[src/rtl/crc_share_arbiter.sv]
// crc_share_arbiter: round-robin sharing of one serial CRC engine among NREQ requesters.
// Optional WAIT watchdog enabled by defining CRC_TIMEOUT_EN.
module crc_share_arbiter #(
    parameter int NREQ   = 4,
    parameter int ID_W   = 2,
    parameter int KEY_W  = 32,
    parameter int CRC_W  = 32,
    parameter int TO_CYC = KEY_W + 8
) (
    input  logic                    CLK,
    input  logic                    reset,
    input  logic [NREQ-1:0]         req,
    input  logic [NREQ*KEY_W-1:0]   key,
    output logic [NREQ-1:0]         ack,
    output logic                    rsp_valid,
    output logic [ID_W-1:0]         rsp_id,
    output logic [CRC_W-1:0]        rsp_crc,
    output logic                    rsp_err,
    input  logic                    rsp_ready,
    output logic                    busy,
    output logic                    crc_reset,
    output logic                    crc_start,
    output logic [KEY_W-1:0]        crc_key,
    input  logic                    crc_done,
    input  logic [CRC_W-1:0]        crc_code
);
    typedef enum logic [1:0] {IDLE, LAUNCH, WAIT, HOLD} state_t;
    state_t            state_q;
    logic [ID_W-1:0]   ptr_q;
    logic [NREQ-1:0]   ack_q;
    logic              rsp_valid_q;
    logic [ID_W-1:0]   rsp_id_q;
    logic [CRC_W-1:0]  rsp_crc_q;
    logic              rsp_err_q;
    logic              busy_q;
    logic              crc_reset_q;
    logic              crc_start_q;
    logic [KEY_W-1:0]  crc_key_q;
    logic              hit_d;
    logic [ID_W-1:0]   win_d;
    logic [ID_W-1:0]   idx;
`ifdef CRC_TIMEOUT_EN
    localparam int WD_W = $clog2(TO_CYC + 1);
    logic [WD_W-1:0]   wd_q;
`endif

    assign ack       = ack_q;
    assign rsp_valid = rsp_valid_q;
    assign rsp_id    = rsp_id_q;
    assign rsp_crc   = rsp_crc_q;
    assign rsp_err   = rsp_err_q;
    assign busy      = busy_q;
    assign crc_reset = crc_reset_q;
    assign crc_start = crc_start_q;
    assign crc_key   = crc_key_q;

    // Walk downward in offset so the nearest set bit after the pointer wins.
    always_comb begin
        hit_d = 1'b0;
        win_d = ptr_q;
        idx   = '0;
        for (int k = NREQ; k >= 1; k--) begin
            idx = ID_W'((int'(ptr_q) + k) % NREQ);
            if (req[idx]) begin
                hit_d = 1'b1;
                win_d = idx;
            end
        end
    end

    always_ff @(posedge CLK or negedge reset) begin
        if (!reset) begin
            state_q     <= IDLE;
            ptr_q       <= ID_W'(NREQ - 1);
            ack_q       <= '0;
            rsp_valid_q <= 1'b0;
            rsp_id_q    <= '0;
            rsp_crc_q   <= '0;
            rsp_err_q   <= 1'b0;
            busy_q      <= 1'b0;
            crc_reset_q <= 1'b1;
            crc_start_q <= 1'b0;
            crc_key_q   <= '0;
`ifdef CRC_TIMEOUT_EN
            wd_q        <= '0;
`endif
        end else begin
            crc_reset_q <= 1'b0;
            ack_q       <= '0;
            crc_start_q <= 1'b0;
            case (state_q)
                IDLE: if (hit_d) begin
                    state_q     <= LAUNCH;
                    ptr_q       <= win_d;
                    rsp_id_q    <= win_d;
                    crc_key_q   <= key[win_d*KEY_W +: KEY_W];
                    ack_q       <= NREQ'(1) << win_d;
                    crc_start_q <= 1'b1;
                    busy_q      <= 1'b1;
                end
                LAUNCH: begin
                    state_q <= WAIT;
`ifdef CRC_TIMEOUT_EN
                    wd_q    <= '0;
`endif
                end
                WAIT: if (crc_done) begin
                    rsp_crc_q   <= crc_code;
                    rsp_valid_q <= 1'b1;
                    rsp_err_q   <= 1'b0;
                    state_q     <= HOLD;
                end
`ifdef CRC_TIMEOUT_EN
                else if (wd_q == WD_W'(TO_CYC - 1)) begin
                    rsp_crc_q   <= '0;
                    rsp_valid_q <= 1'b1;
                    rsp_err_q   <= 1'b1;
                    crc_reset_q <= 1'b1;
                    state_q     <= HOLD;
                end else begin
                    wd_q <= wd_q + 1'b1;
                end
`endif
                HOLD: if (rsp_ready) begin
                    rsp_valid_q <= 1'b0;
                    rsp_err_q   <= 1'b0;
                    busy_q      <= 1'b0;
                    state_q     <= IDLE;
                end
                default: state_q <= IDLE;
            endcase
        end
    end
endmodule

[config.mk]
export PLATFORM = sky130hd
export DESIGN_NAME = crc_share_arbiter
export DESIGN_NICKNAME = d
export VERILOG_FILES = /design/src/rtl/crc_share_arbiter.sv
export SDC_FILE = /design/constraint.sdc
export NUM_CORES = 1
export LEC_CHECK = 0
export ABC_CLOCK_PERIOD_IN_PS = 2100
export CORE_ASPECT_RATIO = 1.5
export CORE_MARGIN = 2
export CORE_UTILIZATION = 38
export CTS_BUF_LIST = sky130_fd_sc_hd__clkbuf_8
export CTS_CLUSTER_SIZE = 30
export DETAILED_ROUTE_END_ITERATION = 10
export PLACE_DENSITY = 0.91
export RECOVER_POWER = 25
export SLEW_MARGIN = 10
export SYNTH_ARGS = -nofsm -noshare
export SYNTH_HDL_FRONTEND = slang
export SYNTH_SLANG_ARGS = --single-unit
[constraint.sdc]
create_clock -name CLK -period 2.1 [get_ports CLK]
set_clock_uncertainty 0.05 [all_clocks]
set_input_delay 0.21 -clock CLK [delete_from_list [all_inputs] [get_ports CLK]]
set_output_delay 0.21 -clock CLK [all_outputs]
set_load 0.05 [all_outputs]
==> run summary <==
fin nets: 731
end point of the critical path: crc_key[6]
area grow syn2layout: 75.1%
Initial Utilization: 38.6%
Setup WS post-layout: 0.0854 ns
total number of vias: 3568
Net Switching: 5.20 mW
Clock Path Buffers: 2
final wirelength: 12.3 mm
Seq. cell area: 0.00196 mm²
Seq/Total Area, Yosys: 50.5%
clk_lat worst skew: 0.33 ns
I/O pin count: 243
Synth area leader: dfrtp_1
chip height: 128 µm
Num CTS Buffers: 9
critical path's slowest cell: dfstp_2
Vias/cell: 5.23
Iter 0 DRT Violations: 120
slew margin rel.: 37.1%
fmax: 496 MHz
initial antenna violation count: 0
Leak Pwr: 2.96 nW
max-slew violations: 0
Synth top area share: 48.5%
peak supply drop: 0.982 mV
first-pass GRT wire length: 18.8 mm
mapped cell area: 0.00387 mm²
GR Overflow Total: 0
DRC: 0
Worst-path clk slew: 0.08 ns
CTS tree: done
worst setup path start: ptr_q[0]
Pwr Total: 11.1 mW
Final setup viols: 0
number of placement rows: 45
max incr delay on CP: 0.56 ns
1st-pass router iterations: 4
die area: 0.0110 mm²
Post-Synthesis Cells: 312
Tmin final: 2.01 ns
Post-synth EDFFs: 0
Worst Hold Slack: 0.431 ns
Hold Vio Cnt, Final: 0
Final ANT Viol Nets: 0
CP max FO: 7
Netlist cell types: 31
critical path endpoint category: register
HP Class: in -> reg
Yosys reg bits: 78
Inserted Diodes: 0
layout cell share with drive strength beyond 1: 14.9%
WL/cell: 18.0 µm
final worst path period share: 95.9%
Critical Path AT: 2.16 ns
Place WS: -0.203 ns
Floorplan Core Area: 0.0100 mm²
Comb pwr share: 64.9%
Flop pwr share: 24.1%
CP Class: reg -> reg
Sink Count: 78
Fillers: 765
DPL Wire Length: 9.34 mm
power share of the clock group: 11.0%
status: finished, final reports clean
ys flop type: dfrtp_1
Synth Warn #: 0
Power Internal: 5.89 mW
reg-to-reg critical path endpoint: crc_key[6]
crit-path cells: nand2b_2 -> o21ai_2 -> a221oi_4 -> buf_12 -> buf_4 -> mux2i_1 -> o221ai_1
GP Congestion: 0.803
area of the multi-input gates: 0.00176 mm²
Tot GR Track Use: 21.8%
Synth Area per Inst: 12.4 µm²
max_cap viols: 0
cells taking the most area after synthesis: dfrtp_1, mux2i_1, mux2_2
cell chosen for the clock root: clkbuf_8
vias in the first global route: 3826
Crit path required time: 2.25 ns
worst reg2reg startpoint: ptr_q[0]
Sw Share: 46.9%
Post-synth ARST share: 100%
reg2reg setup slack: 0.09 ns
Port Buf Inserts: 241
Power Dens Cells: 1640 mW/mm²
H-tree depth: 3
Hold Path Depth: 2
reg2reg path depth: 7
CP startpoint kind: register
worst slew pin tran: 0.943 ns
Die W: 86.4 µm
largest net degree at the start of global routing: 42
## power by group through the flow
stage          combinational (mW)  sequential (mW)  clock, mW
2_1_floorplan                2.32             5.02          0
3_3_place_gp                 6.89             2.65          0
3_5_place_dp                 7.04             2.70          0
4_1_cts                      7.19             2.68       1.26
5_1_grt                      7.55             2.76       1.32
6_report                     7.19             2.67       1.22
## cells by family after synthesis
kind of cell	synth area share (%)
buf+inv	5.43
compound gates	10.7
simple gates	6.17
fa+ha+maj	0.969
other cells	0.0968
mux	26.1
flops	50.5
## layer usage
metal	GRT usage [%]	vias to the layer above	part of all wire [%]
met5	0	-	0
met4	8.55	0	3.0
met3	6.14	22	8.3
met2	39.7	181	53
met1	23.2	1727	36
li1	-	1638	-
## cell type report
cell class	instances	share of cell area, %
Clock buffer	10	2.03
Clock inverter	6	1.14
Inverter	7	0.388
Multi-Input combinational cell	205	26.0
Sequential cell	78	28.8
Tap cell	117	2.16
Timing Repair Buffer	259	39.4
## state kept, by name, indices dropped and copies added, names as in the netlist
name,flops
crc_reset,1
crc_start,1
rsp_id,2
ptr_q,2
crc_key,32
rsp_crc,32
busy,1
ack,4
state_q,2
rsp_valid,1
## worst min path at each step
stage,startpoint,slack (ns),to
after floorplan,reset,-0.14,ack[0]
after CTS,reset,0.33,crc_key[25]
after global placement,reset,0.16,crc_key[25]
final,crc_code[17],0.43,rsp_crc[17]
after global routing,crc_code[17],0.42,rsp_crc[17]
after detailed placement,reset,0.16,crc_key[25]
## repair_timing
item                                    CTS  global route
hold buffers                              1             0
buffers inserted                          1             2
pin swaps                                 0             1
hold endpoints to repair                 36             0
cloned                                    1             0
resized for setup                         3             7
endpoints found under the setup margin    1            25
## placed cells by master (no fill, tap or decap), types with 2 or more instances in the layout
| master | instances |
|---|---|
| buf_16 | 2 |
| buf_12 | 7 |
| o21ai_0 | 5 |
| mux2_2 | 32 |
| ha_1 | 3 |
| buf_4 | 7 |
| bufinv_16 | 2 |
| mux2i_1 | 60 |
| clkinv_2 | 2 |
| conb_1 | 2 |
| mux2i_4 | 2 |
| a21oi_1 | 4 |
| nor2_1 | 7 |
| nand2_1 | 41 |
| clkdlybuf4s50_1 | 240 |
| mux2i_2 | 3 |
| nand2b_1 | 4 |
| clkbuf_8 | 10 |
| inv_1 | 8 |
| o221ai_2 | 6 |
| o221ai_1 | 26 |
| dfrtp_1 | 75 |
| dfstp_2 | 3 |
## synth_stat cells (2+ instances only)
cell type and instances:
ha_1 3, buf_6 5, mux2_2 32, nand2_1 41, buf_1 3, a21oi_1 4, o21ai_0 5, dfrtp_1 75
buf_2 4, nor2_1 7, inv_1 6, mux2i_1 65, nand2b_1 4, o221ai_1 27, buf_4 6, clkbuf_1 3
dfstp_2 3, buf_12 2, o221ai_2 5
## through the flow
step           setup TNS, ns  utilization [%]  instances  area [µm²]
6_report                   0             67.7        682        6780
5_1_grt             -0.00505             67.7        682        6780
4_1_cts                    0             67.4        680        6760
3_5_place_dp          -0.883             64.6        661        6470
3_3_place_gp         -0.0804             64.6        661        6470
2_1_floorplan              0                -        313        3880
## worst max-delay path: cells and delay by family, from the launching register on
family / cells / cell delay (ns)
flip-flops: 1 / 0.56
AND/OR/NAND/NOR: 1 / 0.13
multiplexers: 1 / 0.23
AO/OA/AOI/OAI: 3 / 0.52
buffers and inverters: 2 / 0.37
No activity file was read; power rests on OpenSTA's default activity.
